==> src/rtl/reset_seq_pkg.sv <==
`default_nettype none
// ============================================================================
// Module  : reset_seq_pkg
// Purpose : Shared constants for the staged reset sequencer.
//           Contains the FSM state encodings, the reset-cause codes and a
//           helper function that sizes the shared cycle counter.
// Rev     : 1.0  initial release
// ============================================================================
package reset_seq_pkg;

    // Sequencer FSM state encodings
    localparam logic [1:0] ST_HOLD = 2'b00;
    localparam logic [1:0] ST_WAIT = 2'b01;
    localparam logic [1:0] ST_RUN  = 2'b10;

    // Reset-cause codes reported on reset_cause (2'b11 is reserved)
    localparam logic [1:0] CAUSE_POR = 2'b00;
    localparam logic [1:0] CAUSE_SW  = 2'b01;
    localparam logic [1:0] CAUSE_WDT = 2'b10;

    // Largest of three timing parameters; used to size the cycle counter
    function automatic int max3(input int a, input int b, input int c);
        int m;
        m = (a > b) ? a : b;
        return (m > c) ? m : c;
    endfunction

endpackage
`default_nettype wire

==> src/rtl/reset_sequencer_if.sv <==
`default_nettype none
// ============================================================================
// Module  : reset_sequencer_if
// Purpose : Request/status bundle between the reset sequencer and the
//           system. The master side raises requests and reports stage
//           readiness; the slave side (the sequencer) drives resets/status.
// Rev     : 1.0  initial release
// ============================================================================
interface reset_sequencer_if #(
    parameter int NUM_STAGES = 3
);
    logic                  sw_reset_req;
    logic                  wdt_kick;
    logic [NUM_STAGES-1:0] stage_ready;
    logic [NUM_STAGES-1:0] rst_out;
    logic                  busy;
    logic [1:0]            reset_cause;
    logic [NUM_STAGES-1:0] stage_fault;

    modport master (
        output sw_reset_req, wdt_kick, stage_ready,
        input  rst_out, busy, reset_cause, stage_fault
    );

    modport slave (
        input  sw_reset_req, wdt_kick, stage_ready,
        output rst_out, busy, reset_cause, stage_fault
    );
endinterface
`default_nettype wire

==> src/rtl/reset_sequencer_wdt_timer.sv <==
`default_nettype none
// ============================================================================
// Module  : reset_wdt_timer
// Purpose : Watchdog period counter. Counts while enabled, clears on clr_i
//           or when disabled, and pulses expire_o for one cycle when the
//           count reaches PERIOD-1 without a clear.
// Rev     : 1.0  initial release
// ============================================================================
module reset_wdt_timer #(
    parameter int WIDTH  = 25,
    parameter int PERIOD = 25000000
) (
    input  wire logic clk,
    input  wire logic rst,
    input  wire logic en_i,
    input  wire logic clr_i,
    output logic      expire_o
);
    localparam logic [WIDTH-1:0] c_LAST = WIDTH'(PERIOD - 1);

    logic [WIDTH-1:0] cnt_q;
    logic [WIDTH-1:0] cnt_d;

    // Next count: clear on kick, when idle, or on wrap at expiry
    always_comb begin
        cnt_d = cnt_q + 1'b1;
        if (clr_i || !en_i || (cnt_q == c_LAST)) begin
            cnt_d = '0;
        end
    end

    // Counter register
    always_ff @(posedge clk) begin
        if (rst) begin
            cnt_q <= '0;
        end else begin
            cnt_q <= cnt_d;
        end
    end

    assign expire_o = en_i && !clr_i && (cnt_q == c_LAST);

endmodule
`default_nettype wire

==> src/rtl/reset_sequencer.sv <==
`default_nettype none
// ============================================================================
// Module  : reset_sequencer
// Purpose : Releases staged reset outputs in order (stage 0 first) after a
//           hold period, waiting on each stage's ready flag with a timeout.
//           Handles software and watchdog re-reset requests and records
//           the cause of the last sequence.
// Options : RESET_SEQ_WATCHDOG_EN - include the watchdog timer
// Rev     : 1.0  initial release
// ============================================================================
import reset_seq_pkg::*;

module reset_sequencer #(
    parameter int NUM_STAGES    = 3,
    parameter int HOLD_CYCLES   = 32,
    parameter int STAGE_DELAY   = 16,
    parameter int READY_TIMEOUT = 255,
    parameter int WDT_CYCLES    = 25000000
) (
    input  wire logic         clk,
    input  wire logic         rst,
    reset_sequencer_if.slave  bus
);
    localparam int CNT_W = $clog2(max3(HOLD_CYCLES, STAGE_DELAY, READY_TIMEOUT) + 1);
    localparam int IDX_W = (NUM_STAGES > 1) ? $clog2(NUM_STAGES) : 1;

    localparam logic [CNT_W-1:0] c_HOLD_LAST  = CNT_W'(HOLD_CYCLES - 1);
    localparam logic [CNT_W-1:0] c_DELAY_LAST = CNT_W'(STAGE_DELAY - 1);
    localparam logic [CNT_W-1:0] c_TO_LAST    = CNT_W'(READY_TIMEOUT - 1);
    localparam logic [IDX_W-1:0] c_LAST_IDX   = IDX_W'(NUM_STAGES - 1);

    logic [1:0]            state_q, state_d;
    // cnt_q times HOLD and the ready-qualified stage delay; to_q must run
    // alongside it in WAIT, so the ready timeout has its own register.
    logic [CNT_W-1:0]      cnt_q, cnt_d;
    logic [CNT_W-1:0]      to_q, to_d;
    logic [IDX_W-1:0]      idx_q, idx_d;
    logic [NUM_STAGES-1:0] rst_out_q, rst_out_d;
    logic                  busy_q, busy_d;
    logic [1:0]            cause_q, cause_d;
    logic [NUM_STAGES-1:0] fault_q, fault_d;

    logic                  w_wdt_expire;
    logic                  w_ready;
    logic [IDX_W-1:0]      w_idx_next;

`ifdef RESET_SEQ_WATCHDOG_EN
    reset_wdt_timer #(
        .WIDTH  (25),
        .PERIOD (WDT_CYCLES)
    ) u_wdt (
        .clk      (clk),
        .rst      (rst),
        .en_i     (state_q == ST_RUN),
        .clr_i    (bus.wdt_kick),
        .expire_o (w_wdt_expire)
    );
`else
    // Without the watchdog the kick input and period are intentionally dead
    logic w_unused_kick;
    assign w_unused_kick = bus.wdt_kick ^ (WDT_CYCLES == 0);
    assign w_wdt_expire  = 1'b0;
`endif

    assign w_ready    = bus.stage_ready[idx_q];
    assign w_idx_next = idx_q + 1'b1;

    // Sequencer next-state: requests first, then per-state progression
    always_comb begin
        state_d   = state_q;
        cnt_d     = cnt_q;
        to_d      = to_q;
        idx_d     = idx_q;
        rst_out_d = rst_out_q;
        busy_d    = busy_q;
        cause_d   = cause_q;
        fault_d   = fault_q;
        if (bus.sw_reset_req || w_wdt_expire) begin
            // Software wins when both requests land together
            state_d   = ST_HOLD;
            cnt_d     = '0;
            to_d      = '0;
            idx_d     = '0;
            rst_out_d = '1;
            busy_d    = 1'b1;
            cause_d   = bus.sw_reset_req ? CAUSE_SW : CAUSE_WDT;
        end else begin
            case (state_q)
                ST_HOLD: begin
                    if (cnt_q == c_HOLD_LAST) begin
                        rst_out_d[0] = 1'b0;
                        idx_d        = '0;
                        cnt_d        = '0;
                        to_d         = '0;
                        state_d      = ST_WAIT;
                    end else begin
                        cnt_d = cnt_q + 1'b1;
                    end
                end
                ST_WAIT: begin
                    if ((w_ready && (cnt_q == c_DELAY_LAST)) ||
                        (!w_ready && (to_q == c_TO_LAST))) begin
                        if (!w_ready) begin
                            fault_d[idx_q] = 1'b1;
                        end
                        cnt_d = '0;
                        to_d  = '0;
                        if (idx_q < c_LAST_IDX) begin
                            rst_out_d[w_idx_next] = 1'b0;
                            idx_d                 = w_idx_next;
                        end else begin
                            state_d = ST_RUN;
                            busy_d  = 1'b0;
                        end
                    end else if (w_ready) begin
                        // Delay holds (does not clear) while ready is low
                        cnt_d = cnt_q + 1'b1;
                    end else begin
                        to_d = to_q + 1'b1;
                    end
                end
                ST_RUN: begin
                    rst_out_d = '0;
                end
                default: begin
                    state_d   = ST_HOLD;
                    cnt_d     = '0;
                    to_d      = '0;
                    idx_d     = '0;
                    rst_out_d = '1;
                    busy_d    = 1'b1;
                end
            endcase
        end
    end

    // State registers; rst forces full assertion and clears the fault record
    always_ff @(posedge clk) begin
        if (rst) begin
            state_q   <= ST_HOLD;
            cnt_q     <= '0;
            to_q      <= '0;
            idx_q     <= '0;
            rst_out_q <= '1;
            busy_q    <= 1'b1;
            cause_q   <= CAUSE_POR;
            fault_q   <= '0;
        end else begin
            state_q   <= state_d;
            cnt_q     <= cnt_d;
            to_q      <= to_d;
            idx_q     <= idx_d;
            rst_out_q <= rst_out_d;
            busy_q    <= busy_d;
            cause_q   <= cause_d;
            fault_q   <= fault_d;
        end
    end

    assign bus.rst_out     = rst_out_q;
    assign bus.busy        = busy_q;
    assign bus.reset_cause = cause_q;
    assign bus.stage_fault = fault_q;

endmodule
`default_nettype wire

==> src/flat_wrapper.sv <==
// flat-port wrapper written by rule: the top's interface ports become plain ports
module reset_sequencer_flat 
#(
    parameter int NUM_STAGES    = 3,
    parameter int HOLD_CYCLES   = 32,
    parameter int STAGE_DELAY   = 16,
    parameter int READY_TIMEOUT = 255,
    parameter int WDT_CYCLES    = 25000000
)
  (clk, rst, bus_sw_reset_req, bus_wdt_kick, bus_stage_ready, bus_rst_out, bus_busy, bus_reset_cause, bus_stage_fault);
  reset_sequencer_if #(.NUM_STAGES(NUM_STAGES)) bus_i ();
  input  wire logic clk;
  input  wire logic rst;
  input wire logic [$bits(bus_i.sw_reset_req)-1:0] bus_sw_reset_req;
  input wire logic [$bits(bus_i.wdt_kick)-1:0] bus_wdt_kick;
  input wire logic [$bits(bus_i.stage_ready)-1:0] bus_stage_ready;
  output wire logic [$bits(bus_i.rst_out)-1:0] bus_rst_out;
  output wire logic [$bits(bus_i.busy)-1:0] bus_busy;
  output wire logic [$bits(bus_i.reset_cause)-1:0] bus_reset_cause;
  output wire logic [$bits(bus_i.stage_fault)-1:0] bus_stage_fault;
  assign bus_i.sw_reset_req = bus_sw_reset_req;
  assign bus_i.wdt_kick = bus_wdt_kick;
  assign bus_i.stage_ready = bus_stage_ready;
  assign bus_rst_out = bus_i.rst_out;
  assign bus_busy = bus_i.busy;
  assign bus_reset_cause = bus_i.reset_cause;
  assign bus_stage_fault = bus_i.stage_fault;
  reset_sequencer #(.NUM_STAGES(NUM_STAGES), .HOLD_CYCLES(HOLD_CYCLES), .STAGE_DELAY(STAGE_DELAY), .READY_TIMEOUT(READY_TIMEOUT), .WDT_CYCLES(WDT_CYCLES)) u_core (.clk(clk), .rst(rst), .bus(bus_i));
endmodule
==> config.mk <==
export PLATFORM = sky130hd
export DESIGN_NAME = reset_sequencer_flat
export DESIGN_NICKNAME = d
export VERILOG_FILES = /design/src/rtl/reset_seq_pkg.sv /design/src/rtl/reset_sequencer_if.sv /design/src/rtl/reset_sequencer_wdt_timer.sv /design/src/rtl/reset_sequencer.sv /design/src/flat_wrapper.sv
export SDC_FILE = /design/constraint.sdc
export NUM_CORES = 1
export LEC_CHECK = 0
export BUFFER_PORTS_ARGS = -buffer_cell sky130_fd_sc_hd__buf_2
export CORE_MARGIN = 2
export CORE_UTILIZATION = 65
export CTS_BUF_LIST = sky130_fd_sc_hd__clkbuf_4
export CTS_CLUSTER_DIAMETER = 200
export DETAILED_ROUTE_END_ITERATION = 7
export GPL_ROUTABILITY_DRIVEN = 0
export GPL_TIMING_DRIVEN = 1
export MAX_ROUTING_LAYER = met4
export PLACE_DENSITY = 0.87
export SETUP_SLACK_MARGIN = 0.5
export SLEW_MARGIN = 20
export SYNTH_ARGS = -nofsm -noshare
export SYNTH_HDL_FRONTEND = slang
export SYNTH_SLANG_ARGS = --single-unit
==> constraint.sdc <==
create_clock -name clk -period 2.85 [get_ports clk]
set_input_delay 0.1425 -clock clk [delete_from_list [all_inputs] [get_ports clk]]
set_output_delay 0.1425 -clock clk [all_outputs]
set_load 0.01 [all_outputs]
==> metrics.txt <==
via count=1,330; number of synthesized flops with an enable pin=0; Clock Path Buffers=2; Layout Skew=0.00564 ns; DR DRC count=0; max_slew headroom=0.629; final setup violation count=0; Worst Hold Launch=rst; initial antenna violation count=0; total power=579 uW; Worst-Margin Slew=0.552 ns; Synth Flop Type=dfxtp_1; vias per cell=6.21; Rows=17; post-synthesis compound-gate area fraction=0.183; Die ar.=2750 sq um; # port buffers=13; Syn Inst Count=177; synthesis-to-layout area growth=6.22%; CTS hold repair buffers=0; fraction of layout cells with a size suffix above 1=0.134; crit path max fanout=9; Post-Place Cell Area=1600 sq um; DP Worst Slack=0.796 ns; CTS H-tree lvls=1; Starting Density=0.691; Netlist cell types=43; FF+latch count, synth=28; Peak Freq=473 MHz; Max-Cap Viols=0; Setup Buffers After CTS=0; CTS resizes=0; CTS Sinks=28; post-synthesis mux area share=0.0270; net count after synthesis=191; Die Span X=52.5 um; Final TNS setup=0 ns; Die Ht=52.5 um; pin count of the biggest net entering global routing=21; CP Data Required Time=3.10 ns; final hold slack=0.0224 ns; nets@finish=202; total gr overflow=0; drt first-iter violations=34; crit start category=flop; first-pass GRT wire length=5.24 mm; Ys Warns=0; drt first pass iters=4; # IOs=16; pwr/cell area=357 nW/um^2; CTS buffer count=3; crit path kind=reg -> reg; Core Area=2210 sq um; post-synthesis xor/xnor area fraction=0.0573; Syn Area/Cell=8.63 sq um; worst IR drop on VDD=0.297 mV; fin crit period=2.11 ns; fin crit share=0.742; CP arrival=2.37 ns; Post-Synth Simple-Gate Area=0.258; Final ANT Viol Nets=0; Routed wire per std cell=14.1 um; worst skew pair latency=0.33 ns; DRT Wirelength=3.01 mm; Clock transition at path regs=0.14 ns; Hold Vio Cnt, Final=0; Hold/Removal Path Class=in -> reg; post-DP HPWL=2.22 mm; reg2reg start=u_core.idx_q[0]; setup ws final=0.736 ns; GRT Overall Usage=0.262; RSZ-0062 raised after global routing=no; ant diodes=0; fin area=1620 sq um; Synth Area in Adders=0.0573; asr flop ratio synth=0; Crit. End Element=flop; max-slew violations=0; Setup crit start=u_core.idx_q[0]; CTS tree=built; number of global-route vias before repair=1,245; post-synth design cell area=1530 sq um; largest family of logic cells by synthesized area=simple AND/OR/NAND/NOR gates; Pleak=0.000548 uW; outcome=finished clean; post-synthesis sequential area ratio=0.367; Root Buffer=clkbuf_4
## worst paths after layout
path	to	slack [ns]	cells past startpoint
hold / removal	u_core.bus.reset_cause[0]	0.02	2
hold reg to reg	u_core.bus.busy	0.47	2
setup / recovery	u_core.cnt_q[4]	0.74	5
setup reg to reg	u_core.cnt_q[4]	0.74	5
## flip-flops by register name, summed over array words and instances, names as in the netlist
register	count
u_core.cnt_q	8
u_core.to_q	8
u_core.bus.rst_out	3
u_core.bus.stage_fault	3
u_core.idx_q	2
u_core.state_q	2
u_core.bus.busy	1
u_core.bus.reset_cause	1
## cell usage in the layout, fill, tap and decap left out, drive strengths merged, types with 4 or more instances in the layout
cell / instances
o21ai: 7
inv: 8
dfxtp: 28
nor2: 12
a211oi: 5
buf: 15
o211ai: 4
a21oi: 11
ha: 7
nor3: 13
nand2b: 5
nand3: 9
nand2: 9
xnor2: 7
## synthesized netlist by cell type (2+ instances only)
cell      count  area share
a31oi_1       2      0.0082
xnor2_1       7       0.040
o21ai_0       4       0.013
nor3_1       13       0.043
inv_1         8       0.020
or4_1         3       0.015
ha_1          7       0.057
nand2b_1      5       0.020
o211ai_1      3       0.015
nand2_1       9       0.022
nor2b_1       3       0.012
nand3_1       9       0.029
or3_1         3       0.012
buf_2         4       0.013
nor2_1       12       0.029
clkbuf_1      4      0.0098
o21ai_4       2       0.021
nor3b_1       2      0.0098
nand4b_1      2       0.011
a211oi_1      5       0.025
xor2_1        3       0.017
mux2i_1       3       0.020
nand4_1       3       0.012
a21oi_1      11       0.036
o31ai_1       3       0.015
and3_1        3       0.012
dfxtp_1      28        0.37
## metal layers
metal	share of wire	track usage	routed length [um]
met5	0	-	0
met4	0.011	0.0726	33
met3	0.044	0.0543	134
met2	0.49	0.454	1490
met1	0.45	0.305	1350
## power by group
| part | internal, uW | switching, uW | leakage [uW] |
|---|---|---|---|
| Clock | 49.7 | 111 | 0.0000138 |
| Sequential | 394 | 1.74 | 0.000226 |
| Combinational | 8.24 | 14.8 | 0.000308 |
| Total | 452 | 127 | 0.000548 |
## logic make-up after synthesis
kind of cell | Yosys count
XOR/XNOR | 10
flip-flops | 28
buffers and inverters | 17
AO/OA/AOI/OAI | 38
other | 1
AND/OR/NAND/NOR | 72
adder cells (fa/ha/maj) | 7
multiplexers | 4
## critical path, cell delays in order, from the launching register on
cell	delay [ns]
dfxtp_1	0.51
mux2i_1	0.38
o21ai_4	0.15
mux2i_1	0.24
or4b_1	0.54
a31oi_1	0.21
## metrics by stage
| step | cells | util |
|---|---|---|
| detailed placement | 211 | 0.723 |
| floorplan | 177 | - |
| global route | 214 | 0.734 |
| finish | 214 | 0.734 |
| CTS | 214 | 0.734 |
| global placement | 211 | 0.723 |
## area by class of cell
type                            instances  area [sq um]
Timing Repair Buffer                   15          80.1
Fill cell                             191           589
Inverter                                8          30.0
Sequential cell                        28           561
Tap cell                               28          35.0
Multi-Input combinational cell        132           895
Clock buffer                            3          22.5
No activity file was read; power rests on OpenSTA's default activity.
